### src/rtl/rr_arbiter_param.sv
`default_nettype none
// ==========================================================================
// rr_arbiter_param : N-way round-robin arbiter, TDM or work-conserving, lock
// Revision: 1.0
// ==========================================================================
module rr_arbiter_param #(
   parameter int N     = 4,
   parameter int IDX_W = 2,
   parameter int MODE  = 1
) (
   input  logic             clk,
   input  logic             rst,
   input  logic             en,
   input  logic [N-1:0]     req,
   input  logic             lock,
   output logic [N-1:0]     gnt,
   output logic [IDX_W-1:0] gnt_idx,
   output logic             gnt_valid,
   output logic [IDX_W-1:0] ptr_dbg
);

   localparam logic [IDX_W:0]   N_EXT  = (IDX_W+1)'(N);
   localparam logic [IDX_W-1:0] LAST_I = IDX_W'(N - 1);

   logic [IDX_W-1:0] ptr;
   logic [IDX_W-1:0] nxt_ptr;
   logic [IDX_W-1:0] nxt_idx;
   logic [N-1:0]     nxt_gnt;
   logic             nxt_valid;

   function automatic logic [N-1:0] onehot(input logic [IDX_W-1:0] idx);
      logic [N-1:0] v;
      v = '0;
      for (int i = 0; i < N; i++) begin
         if (idx == IDX_W'(i)) v[i] = 1'b1;
      end
      return v;
   endfunction

   function automatic logic req_at(input logic [N-1:0] vec, input logic [IDX_W-1:0] idx);
      return |(vec & onehot(idx));
   endfunction

   // Wrap at N rather than 2**IDX_W so ptr never reaches an unused index.
   function automatic logic [IDX_W-1:0] inc_mod(input logic [IDX_W-1:0] idx);
      return (idx == LAST_I) ? '0 : idx + IDX_W'(1);
   endfunction

   generate
      if (MODE == 0) begin : g_tdm
         always_comb begin
            nxt_ptr   = inc_mod(ptr);
            nxt_idx   = ptr;
            nxt_gnt   = req & onehot(ptr);
            nxt_valid = req_at(req, ptr);
         end
      end else begin : g_wc
         logic [IDX_W:0]   cand_sum;
         logic [IDX_W-1:0] cand;
         logic [IDX_W-1:0] found_idx;
         logic             found;
         logic             hold;

         // Rotating scan starting at ptr; first requester found wins.
         always_comb begin
            found     = 1'b0;
            found_idx = ptr;
            cand_sum  = '0;
            cand      = '0;
            for (int off = 0; off < N; off++) begin
               cand_sum = {1'b0, ptr} + (IDX_W+1)'(off);
               if (cand_sum >= N_EXT) cand_sum = cand_sum - N_EXT;
               cand = cand_sum[IDX_W-1:0];
               if (!found && req_at(req, cand)) begin
                  found     = 1'b1;
                  found_idx = cand;
               end
            end
         end

         assign hold = gnt_valid && lock && req_at(req, gnt_idx);

         always_comb begin
            nxt_ptr   = ptr;
            nxt_idx   = gnt_idx;
            nxt_gnt   = gnt;
            nxt_valid = gnt_valid;
            if (!hold) begin
               if (found) begin
                  nxt_ptr   = inc_mod(found_idx);
                  nxt_idx   = found_idx;
                  nxt_gnt   = onehot(found_idx);
                  nxt_valid = 1'b1;
               end else begin
                  nxt_gnt   = '0;
                  nxt_valid = 1'b0;
               end
            end
         end
      end
   endgenerate

   always_ff @(posedge clk or negedge rst) begin
      if (!rst) begin
         ptr       <= '0;
         gnt       <= '0;
         gnt_idx   <= '0;
         gnt_valid <= 1'b0;
      end else if (en) begin
         ptr       <= nxt_ptr;
         gnt       <= nxt_gnt;
         gnt_idx   <= nxt_idx;
         gnt_valid <= nxt_valid;
      end
   end

   assign ptr_dbg = ptr;

endmodule
`default_nettype wire

### config.mk
export PLATFORM = sky130hd
export DESIGN_NAME = rr_arbiter_param
export DESIGN_NICKNAME = d
export VERILOG_FILES = /design/src/rtl/rr_arbiter_param.sv
export SDC_FILE = /design/constraint.sdc
export NUM_CORES = 1
export LEC_CHECK = 0
export CAP_MARGIN = 20
export CORE_UTILIZATION = 45
export DETAILED_ROUTE_END_ITERATION = 7
export PLACE_DENSITY_LB_ADDON = 0.2
export SLEW_MARGIN = 20
export SYNTH_ARGS = -nofsm -noshare
export SYNTH_HDL_FRONTEND = slang
export SYNTH_SLANG_ARGS = --single-unit
### constraint.sdc
create_clock -name clk -period 6 [get_ports clk]
set_input_delay 1.2 -clock clk [delete_from_list [all_inputs] [get_ports clk]]
set_output_delay 1.2 -clock clk [all_outputs]
set_load 0.01 [all_outputs]
==> summary.txt <==
Synthesis
  – Cell taking the most area after synthesis: dfrtp_1
  – Mean Syn Cell Area: between 10 and 15 um2
  – Synthesized area: 713 um2
  – Cell variety after synth: 28
  – Yosys warning count: 0
  – Synth top area cells: dfrtp_1 32%, ha_1 14%, a22o_2 5.6%
  – Async set or reset register ratio after synthesis: 100%
  – Flop and latch count out of synthesis: 9
  – Top cell type's share of synthesized area: 31.6%
  – Gate Count Post-Synth: 65
  – Most common flop cell mapped by yosys: dfrtp_1
  – Number of synthesized flops with an enable pin: 0
  – Sequential fraction of the synthesis area: 31.6%
  – Syn_nets: 81

Setup path
  – Crit Path Category: input port to flop
  – R2R Setup Slk: 3.41 ns
  – Setup crit start: req[1]
  – Worst Setup EP: ptr_dbg[0]
  – Crit Path Max Fanout: 5
  – Worst path required time: between 6 and 7 ns
  – Critical R2R Launch: ptr_dbg[0]
  – Arr. time, crit path: 3.38 ns
  – CP endpoint kind: flop
  – RR Endpoint: ptr_dbg[0]
  – Worst reg2reg path depth: 9
  – CP Launch Type: input port

Global route
  – Vias in the first global route: 611
  – Largest net degree at the start of global routing: 10
  – Total track usage: between 20% and 30%
  – First-pass GRT wire length: 2870 um
  – Initial antenna violation count: 0
  – GRT overflow: 0

Power and ir drop
  – Leakage power: around 0.4 nW
  – Clk pwr share: about 8.6%
  – Peak supply drop: 0.309 mV
  – Net Sw Frac: 46.8%
  – Reported net switching power: about 270 uW
  – Int Power: between 300 and 400 uW
  – Logic pwr share: between 70% and 80%
  – Power density over the cells: 621 nW/um2
  – Seq pwr share: 20.5%

Route
  – Routed vias: between 600 and 700
  – Final wirelength: about 1600 um
  – WL per Instance: between 15 and 20 um
  – DRC: 0
  – 1st-iter DRT viols: 8
  – Via/cell ratio: approximately 6
  – ANT nets after route: 0
  – First drt pass iteration count: 4

CTS
  – Worst-case clock buffer depth: 2
  – Setup bufs post-CTS: 0
  – CTS tree: done
  – Hold_buf cts: 0
  – Num CTS Buffers: 3
  – Clk_lat worst skew: about 0.27 ns
  – Clock sink count: 9
  – CTS resizes: 0
  – # H-tree levels: 1
  – Clock-pin transition on the worst setup and hold timing paths: 0.06 ns
  – Root buf cell: clkbuf_4

Layout
  – Layout area overhead: 28.9%
  – Layout cell share with drive strength beyond 1: 24.7%
  – Ant. Diodes: 0
  – Multi-input logic area: between 400 and 500 um2
  – Nets: 102
  – Fillers: 114
  – Sequential cell area: 225 um2

STA
  – RSZ-0062 raised after global routing: no
  – Final worst-path cycle share: between 50% and 60%
  – Setup TNS: 0 ns
  – Setup violations, final: 0
  – Fmax: 0.312 GHz
  – Final Max Slew Viols: 0
  – Least-Margin Pin Slew: 0.482 ns
  – Post-layout min period: 3.21 ns
  – Final hold violation count: 0
  – Worst clock skew: 0.00329 ns
  – Relative slew slack: 67.7%
  – Hold_ws: 0.509 ns

Job
  – Max-cap viol count: 0

Placed design
  – Placer congestion estimate: 0.813
  – HPWL Detailed: 1240 um
  – Buffers on Ports: 16

Floorplan
  – Initial Utilization: between 40 and 50%
  – Die extent in x: 41.8 um
  – Die Y: approximately 42 um
  – Std cell rows: 14
  – Die area: 1750 um2
  – I/O Pins: 17
  – Core ar.: approximately 1500 um2

Worst hold path
  – HP Class: flop to flop

Status
  – Status: completed
[layer usage]
layer	part of all wire (%)	GRT usage, %
met2	44	31.6
met1	48	31.0
met3	7.5	5.22
met4	1.1	7.74
met5	0	0
[worst min-delay path by stage]
stage	from	endpoint	slack, ns	cells past startpoint
floorplan	gnt_valid	gnt_valid	0.55	2
global placement	gnt[2]	gnt[2]	0.49	1
detailed placement	gnt[1]	gnt[1]	0.50	1
CTS	gnt[1]	gnt[1]	0.51	1
global route	gnt[1]	gnt[1]	0.54	1
finish	gnt[1]	gnt[1]	0.51	1
[state kept, by name, indices dropped and copies added (netlist names)]
signal and flops:
gnt 4, gnt_idx 2, ptr_dbg 2, gnt_valid 1
[cell type report]
class / count / share of cell area (%)
Multi-Input combinational cell: 51 / 51.0
Sequential cell: 9 / 24.5
Timing Repair Buffer: 16 / 17.4
Clock buffer: 4 / 2.86
Tap cell: 16 / 2.18
Inverter: 5 / 2.04
[cell usage in the layout, fill, tap and decap left out]
cell             Yosys  routed
xnor2_1              1       1
clkbuf_4             0       3
inv_1                5       5
ha_1                 8       8
mux2_4               1       1
a31oi_1              1       1
nor4_2               1       1
nand3_1              3       3
mux4_2               1       1
or2_4                1       1
o21ai_1              2       2
a22o_2               4       4
dfrtp_1              9       9
a211oi_2             1       1
a41o_1               1       1
nor3_2               1       1
o21bai_1             1       1
nor2_2               1       1
clkbuf_1             0       1
a21oi_1              1       1
o211ai_1             1       1
a22oi_1              4       4
o32ai_1              1       1
a22oi_2              2       2
a22o_1               2       2
o31ai_2              1       1
nor4b_1              1       1
nand2_2              3       3
o41ai_4              1       1
nand2_1              6       6
clkdlybuf4s50_1      0      16
[worst max-delay path, stage by stage]
cell and delay (ns):
clkdlybuf4s50_1 0.49, a22oi_1 0.35, nand2_2 0.18, a41o_1 0.29
nor3_2 0.26, inv_1 0.11, ha_1 0.23, o31ai_2 0.25
[cells in the mapped netlist (2+ instances only)]
cell	count
ha_1	8
inv_1	5
a22oi_2	2
nand2_1	6
nand2_2	3
o21ai_1	2
a22o_1	2
dfrtp_1	9
a22o_2	4
a22oi_1	4
nand3_1	3
[stage by stage]
step / worst slack [ns] / cells / area [um2] / power (mW) / utilization (%)
global placement: 2.58 / 97 / 893 / 0.508 / 60.0
CTS: 2.80 / 101 / 920 / 0.570 / 61.8
detailed placement: 2.55 / 97 / 893 / 0.517 / 60.0
global route: 2.63 / 101 / 920 / 0.620 / 61.8
finish: 2.79 / 101 / 920 / 0.571 / 61.8
floorplan: 3.30 / 65 / 713 / 0.398 / -
[cell families after synthesis]
| kind of cell | share of synthesized area (%) |
|---|---|
| flops | 31.6 |
| xor+xnor | 1.23 |
| buf+inv | 2.63 |
| mux | 5.26 |
| compound gates | 30.9 |
| simple gates | 14.4 |
| fa+ha+maj | 14.0 |
[power groups by stage]
stage                     logic, mW  registers, mW  clock network [mW]
after floorplan               0.275          0.123                   0
after global placement        0.392          0.116                   0
after detailed placement      0.399          0.118                   0
after CTS                     0.403          0.117              0.0499
after global routing          0.445          0.121              0.0536
final                         0.404          0.117              0.0492
No activity file was read; power rests on OpenSTA's default activity.
